==> config.mk <==
export PLATFORM = sky130hd
export DESIGN_NAME = ci_issue_master
export DESIGN_NICKNAME = d
export VERILOG_FILES = /design/src/rtl/ci_issue_master.sv
export SDC_FILE = /design/constraint.sdc
export NUM_CORES = 1
export LEC_CHECK = 0
export ABC_AREA = 1
export CAP_MARGIN = 20
export CORE_AREA = 4 4 173 175
export DETAILED_ROUTE_END_ITERATION = 16
export DIE_AREA = 0 0 177 179
export GPL_TIMING_DRIVEN = 1
export PLACE_DENSITY = 0.75
export SLEW_MARGIN = 5
export SYNTH_ARGS = -nofsm -noshare
export SYNTH_HDL_FRONTEND = slang
export SYNTH_SLANG_ARGS = --single-unit
==> constraint.sdc <==
create_clock -name clk -period 6 [get_ports clk]
set_input_delay 1.2 -clock clk [delete_from_list [all_inputs] [get_ports clk]]
set_output_delay 1.2 -clock clk [all_outputs]
set_load 0.005 [all_outputs]
==> src/rtl/ci_issue_master.sv <==
// Multicycle custom-instruction initiator: queues (n, a, b) commands, issues each to a slave with
// a one-cycle start pulse and returns the slave result on a valid/ready port. Watchdog: `CI_TIMEOUT_EN.
module ci_issue_master #(
  parameter int DEPTH   = 4,
  parameter int TIMEOUT = 1023
) (
  input  logic        clk,
  input  logic        rst,
  input  logic        cmd_valid,
  output logic        cmd_ready,
  input  logic [1:0]  cmd_n,
  input  logic [31:0] cmd_a,
  input  logic [31:0] cmd_b,
  output logic        rsp_valid,
  input  logic        rsp_ready,
  output logic [31:0] rsp_result,
  output logic        rsp_timeout,
  output logic        busy,
  output logic        ci_clk_en,
  output logic        ci_start,
  output logic [1:0]  ci_n,
  output logic [31:0] ci_dataa,
  output logic [31:0] ci_datab,
  input  logic [31:0] ci_result,
  input  logic        ci_done
);
  // state | meaning
  // IDLE  | no operation outstanding; pops the FIFO head when one is queued
  // ISSUE | ci_start high for this single cycle; ci_done ignored
  // WAIT  | waiting for ci_done (or the watchdog when enabled)
  // RESP  | response presented until rsp_ready
  typedef enum logic [1:0] {IDLE, ISSUE, WAIT, RESP} state_t;

  localparam int AW = $clog2(DEPTH);

  state_t      r_state;
  logic        r_alive;
  logic [AW:0] r_wr_ptr;
  logic [AW:0] r_rd_ptr;
  logic [65:0] r_mem [DEPTH];
  logic        r_start;
  logic [1:0]  r_n;
  logic [31:0] r_dataa;
  logic [31:0] r_datab;
  logic        r_rsp_valid;
  logic [31:0] r_rsp_result;
  logic        r_rsp_timeout;

  logic        w_empty;
  logic        w_full;
  logic        w_push;
  logic [65:0] w_head;

  assign w_empty = (r_wr_ptr == r_rd_ptr);
  assign w_full  = (r_wr_ptr[AW] != r_rd_ptr[AW]) && (r_wr_ptr[AW-1:0] == r_rd_ptr[AW-1:0]);
  assign w_push  = cmd_valid && cmd_ready;
  assign w_head  = r_mem[r_rd_ptr[AW-1:0]];

  // r_alive holds the ready/clock-enable outputs low until the first edge after reset release.
  assign cmd_ready   = r_alive && !w_full;
  assign ci_clk_en   = r_alive;
  assign ci_start    = r_start;
  assign ci_n        = r_n;
  assign ci_dataa    = r_dataa;
  assign ci_datab    = r_datab;
  assign rsp_valid   = r_rsp_valid;
  assign rsp_result  = r_rsp_result;
  assign rsp_timeout = r_rsp_timeout;
  assign busy        = (r_state != IDLE) || !w_empty;

  always_ff @(posedge clk) begin
    if (w_push) r_mem[r_wr_ptr[AW-1:0]] <= {cmd_n, cmd_a, cmd_b};
  end

  always_ff @(posedge clk or negedge rst) begin
    if (!rst) begin
      r_wr_ptr <= '0;
    end else if (w_push) begin
      r_wr_ptr <= r_wr_ptr + 1'b1;
    end
  end

`ifdef CI_TIMEOUT_EN
  localparam logic [15:0] TO_LAST = 16'(TIMEOUT - 1);
  logic [15:0] r_timer;
`else
  logic w_unused_timeout;
  assign w_unused_timeout = (TIMEOUT == 0);
`endif

  always_ff @(posedge clk or negedge rst) begin
    if (!rst) begin
      r_state       <= IDLE;
      r_alive       <= 1'b0;
      r_rd_ptr      <= '0;
      r_start       <= 1'b0;
      r_n           <= '0;
      r_dataa       <= '0;
      r_datab       <= '0;
      r_rsp_valid   <= 1'b0;
      r_rsp_result  <= '0;
      r_rsp_timeout <= 1'b0;
`ifdef CI_TIMEOUT_EN
      r_timer       <= '0;
`endif
    end else begin
      r_alive <= 1'b1;
      r_start <= 1'b0;
      case (r_state)
        IDLE: begin
          if (!w_empty) begin
            {r_n, r_dataa, r_datab} <= w_head;
            r_rd_ptr <= r_rd_ptr + 1'b1;
            r_start  <= 1'b1;
            r_state  <= ISSUE;
          end
        end
        ISSUE: begin
`ifdef CI_TIMEOUT_EN
          r_timer <= '0;
`endif
          r_state <= WAIT;
        end
        WAIT: begin
          if (ci_done) begin
            r_rsp_result  <= ci_result;
            r_rsp_timeout <= 1'b0;
            r_rsp_valid   <= 1'b1;
            r_state       <= RESP;
          end
`ifdef CI_TIMEOUT_EN
          else if (r_timer == TO_LAST) begin
            r_rsp_result  <= '0;
            r_rsp_timeout <= 1'b1;
            r_rsp_valid   <= 1'b1;
            r_state       <= RESP;
          end else begin
            r_timer <= r_timer + 16'd1;
          end
`endif
        end
        RESP: begin
          if (rsp_ready) begin
            r_rsp_valid <= 1'b0;
            r_state     <= IDLE;
          end
        end
        default: r_state <= IDLE;
      endcase
    end
  end
endmodule
### After elaboration in Yosys (flattened, before gate mapping)

Memory sizes are Yosys's and may differ from the RTL's. A register that Yosys moved wholly into a read port is not among the register bits.
Index checks and enable logic that the tools add are counted.

* add/sub/neg operators: 2
* muxes and demuxes: 11
* equal/unequal tests: 9
* bitwise gates (word level): 1
* reduce and logical (&&, ||, !) cells: 14

Operators with widths (count)
* $pmux 2 s4: 1
* $add 3x1->3 const B: 2
* $mux 1: 6
* $mux 2: 3
* $ne 2x2->1 const B: 3
* $reduce_and 3->1: 2
* $eq 2x2->1 const B: 2
* $reduce_and 2->1: 2
* $reduce_bool 2->1: 2
* $eq 3x3->1: 1
* $logic_and 1x1->1: 3
* $logic_not 1->1: 3
* $eq 2x1->1 const B: 1
* $eq 2x2->1: 1
* $logic_not 2->1: 1
* $pmux 1 s2: 1
* $logic_or 1x1->1: 1
* $ne 1x1->1: 1
* $not 1->1: 1

* input bits: 103
* word-level logic and storage cells: 45
* memories kept: 1
* bits in registers: 43
* bits in writable memories: 264
* output and inout bits: 104

Memories
* r_mem: depth 4, width 66, read ports 1, clocked after Yosys merged registers in 1, write ports 1, line 40 `logic [65:0] r_mem [DEPTH];`

### Longest topological paths before layout

* depth in word-level cells: 7
* gate-level depth with buffers: 10
* gate-level depth less buffers: 8

### Worst setup path after synthesis

Ideal clock, no wire load.

* kind: input to register
* start: in cmd_valid
* end: mem r_mem[0][0], enable pin
* required time: 5.509 ns
* setup time: 0.491 ns
* data arrival time: 4.175 ns
* path buffers: 0
* path slack: 1.335 ns
* stages on the path: 2
* cells stage by stage: nand3_1 > nor2_1

* longest elaborated chain between the ends: 3

Ends and longest elaborated chain
* from (decl): line 9 `input logic cmd_valid,`
* $logic_and 1x1->1: line 56 `assign w_push = cmd_valid && cmd_ready;`
* $mux 1: line 72 `if (w_push) r_mem[r_wr_ptr[AW-1:0]] <= {cmd_n, cmd_a, cmd_b};`
* $mux 1 (not written as such): line 72
* to (decl): line 40

No other way between the ends.

### Final worst setup path

* start: reg r_rd_ptr[0]
* end: out cmd_ready

* longest elaborated chain between the ends: 4

Ends and longest elaborated chain
* from (decl): line 39 `logic [AW:0] r_rd_ptr;`
* from (signal assigned): line 113 `r_rd_ptr <= r_rd_ptr + 1'b1;`
* $eq 2x2->1: line 55 `assign w_full = (r_wr_ptr[AW] != r_rd_ptr[AW]) && (r_wr_ptr[AW-1:0] == r_rd_ptr[AW-1:0]);`
* $logic_and 1x1->1: line 55
* $logic_not 1->1: line 60 `assign cmd_ready = r_alive && !w_full;`
* $logic_and 1x1->1: line 60
* to (decl): line 10 `output logic cmd_ready,`

No other way between the ends.

==> flow_metrics.tcl <==
set metrics [dict create \
    power_density_nw_per_um2 496.2 \
    fin_crit_sh_pct 57.80 \
    rsz0062_at_grt "false" \
    remaining_drc_errors 0 \
    clock.fmax_mhz 288.4 \
    hold_buffers 0 \
    dieArea_um2 31680 \
    startpoint "r_rd_ptr[0]" \
    design.core.area_um2 28470 \
    hold_violations 0 \
    worstPathRequired_ps 4800 \
    clock_latency_ps 520 \
    fin_nets 1380 \
    first_pass_iters 5 \
    finalWorstSetupSlack_ps 2532 \
    drive_gt1_share_pct 8.488 \
    r2r_start "r_rd_ptr[0]" \
    grt_usage_pct 18.83 \
    skew_ps 12.90 \
    crit_family "flip-flops" \
    instances_no_fill 1680 \
    grt_pass1_wl_mm 46.90 \
    syn_area_um2 14080 \
    cts.clk_slew.worst_paths_ps 60 \
    die_h_um 179 \
    crit_path_end_kind "primary output" \
    tns_ps 0 \
    dp_hpwl_mm 17.89 \
    ys_seq_area_share_pct 75.67 \
    synthCells 1075 \
    post-cts-setup-buffers 0 \
    cellLeakagePower_nw 6.608 \
    synth_fp_nets 1187 \
    viasPerCell 5.306 \
    synth-seq-cells 373 \
    synth_warnings 0 \
    wire_per_inst_um 18.26 \
    drt_iter0_markers 787 \
    dieWidth_um 177 \
    core.rowCount 62 \
    cts_buffers 36 \
    initial_utilization_pct 49.46 \
    via_count 8914 \
    htree_levels 2 \
    drv_cap 0 \
    worstSetupPathType "reg -> out" \
    routed_wl_mm 30.68 \
    area_growth_pct 24.90 \
    hold_path_class "reg -> reg" \
    min-delay-start "ci_datab[0]" \
    place_congestion 0.7899 \
    grt_max_degree 110 \
    outcome "completed" \
    final_area_um2 17590 \
    clock-sinks 373 \
    grt_overflow_total 0 \
    io_pins 207 \
    total_power_mw 8.726 \
    cts_tree "yes" \
    dp.cells 1614 \
    ys_types 25 \
    slowest_delay_ps 660 \
    vdd_drop_max_v 0.0003926 \
    grt_pass1_vias 8628 \
    synth.avg_cell_area_um2 13.10 \
    path_cells "xnor2_4 > nand3_1 > nand2_1 > inv_1 > clkdlybuf4s50_1" \
    worst_ep_arrival_time_ps 2270 \
    diodes 0 \
    critPathMaxFanout 42 \
    cts_buffer_depth 3 \
    crit_slowest_cell "dfrtp_4" \
    io_buffers 205 \
    ant_nets 0 \
    ctsResizeCount 0 \
    fin_crit_ps 3468 \
    report.final.slew_viol_count 0 \
    root_buffer "clkbuf_16" \
    worst_pin_slew_ps 1120 \
    place_area_um2 16430 \
    antenna_found_initial 1 \
    pre_cts_ws_ps 1981 \
    startpoint_type "register" \
    cp_num_buf_inv 2 \
    setup_viol_count_final 0 \
    maxSlewHeadroom_pct 25.35 \
]
==> layer usage <==
metal,wire [um],part of all wire [%],vias to the layer above,track usage (%)
met5,13,0.042,-,0
met4,525,1.7,2,4.288
met3,2217,7.2,49,4.323
met2,15270,50,305,32.89
met1,12660,41,4384,24.25
li1,-,-,4174,-
==> layout make-up <==
| class | instances | area, um2 |
|---|---|---|
| inverters | 17 | 66.31 |
| repair buffers | 216 | 2132 |
| multi-input cells | 624 | 3092 |
| flip-flops and latches | 373 | 10660 |
| clock buffers | 48 | 975.9 |
| fillers | 2155 | 10880 |
| clock inverters | 18 | 180.2 |
| well taps | 384 | 480.5 |
==> worst paths after layout <==
check,end,cells after the start,slack [ps]
setup / recovery,cmd_ready,5,2530
hold / removal,ci_datab[0],2,480
setup reg to reg,r_mem[3][14],5,2650
hold reg to reg,ci_datab[0],2,480
max in group asynchronous,r_rd_ptr[0],2,4070
min in group asynchronous,rsp_result[2],1,810
==> power by group <==
group	total [mW]	internal (mW)	switching [mW]
registers	3.65	3.36	0.289
clock network	2.19	1.25	0.941
logic	2.89	1.26	1.63
total	8.73	5.87	2.86
==> stage by stage <==
step                      utilization [%]  hold slack [ps]
final                               61.77            478.0
after global routing                61.77            499.7
after CTS                           61.77            481.1
after global placement              57.71            465.2
after detailed placement            57.71            463.9
after floorplan                         -            469.4
==> Yosys cell counts <==
| cell | n | area [um2] |
|---|---|---|
| clkbuf_2 | 1 | 5.000 |
| nor2_1 | 137 | 514.2 |
| buf_6 | 2 | 22.52 |
| ha_1 | 9 | 112.6 |
| nand2_2 | 1 | 6.260 |
| conb_1 | 2 | 7.510 |
| or2_2 | 1 | 6.260 |
| buf_2 | 15 | 75.07 |
| nand3_1 | 4 | 20.02 |
| inv_1 | 15 | 56.30 |
| buf_1 | 1 | 3.750 |
| mux2_2 | 32 | 360.4 |
| nand3_2 | 1 | 10.01 |
| o21ai_0 | 136 | 680.7 |
| xnor2_4 | 1 | 27.53 |
| buf_4 | 11 | 82.58 |
| edfxtp_1 | 264 | 7928 |
| xnor2_1 | 1 | 8.760 |
| inv_2 | 2 | 7.510 |
| clkbuf_1 | 31 | 116.4 |
| xor2_1 | 1 | 8.760 |
| nand2_1 | 228 | 855.8 |
| o22ai_1 | 66 | 412.9 |
| dfrtp_1 | 109 | 2728 |
| nand4_1 | 4 | 25.02 |
==> cell usage in the layout, fill, tap and decap left out, types with 9 or more instances in the layout <==
cell type	count
edfxtp_1	264
nand2_1	228
clkdlybuf4s50_1	204
o21ai_0	136
nor2_1	133
dfrtp_1	107
o22ai_1	66
clkbuf_16	36
mux2_2	32
inv_1	14
buf_4	12
ha_1	9
clkbuf_1	9
==> tightest hold or removal path: stages, from the launching register on <==
cell	delay, ps
dfrtp_1	340
nand2_1	60
nand2_1	50
==> cells by family after synthesis <==
family / Yosys count / share of synthesized area [%]
muxes: 32 / 2.559
DFF: 373 / 75.67
xor gates and xnor gates: 3 / 0.3199
buffers and inverters: 78 / 2.621
other: 2 / 0.05333
and+or+nand+nor: 376 / 10.21
AOI/OAI and AO/OA: 202 / 7.766
adders and majority gates: 9 / 0.7997
==> state kept, by name, indices dropped and copies added (netlist names) <==
name / count
ci_start: 1
r_wr_ptr: 3
r_state: 2
ci_datab: 32
ci_clk_en: 1
ci_dataa: 32
rsp_result: 32
r_rd_ptr: 3
ci_n: 2
r_mem: 264
rsp_valid: 1
Power figures use the tool's default switching activity.
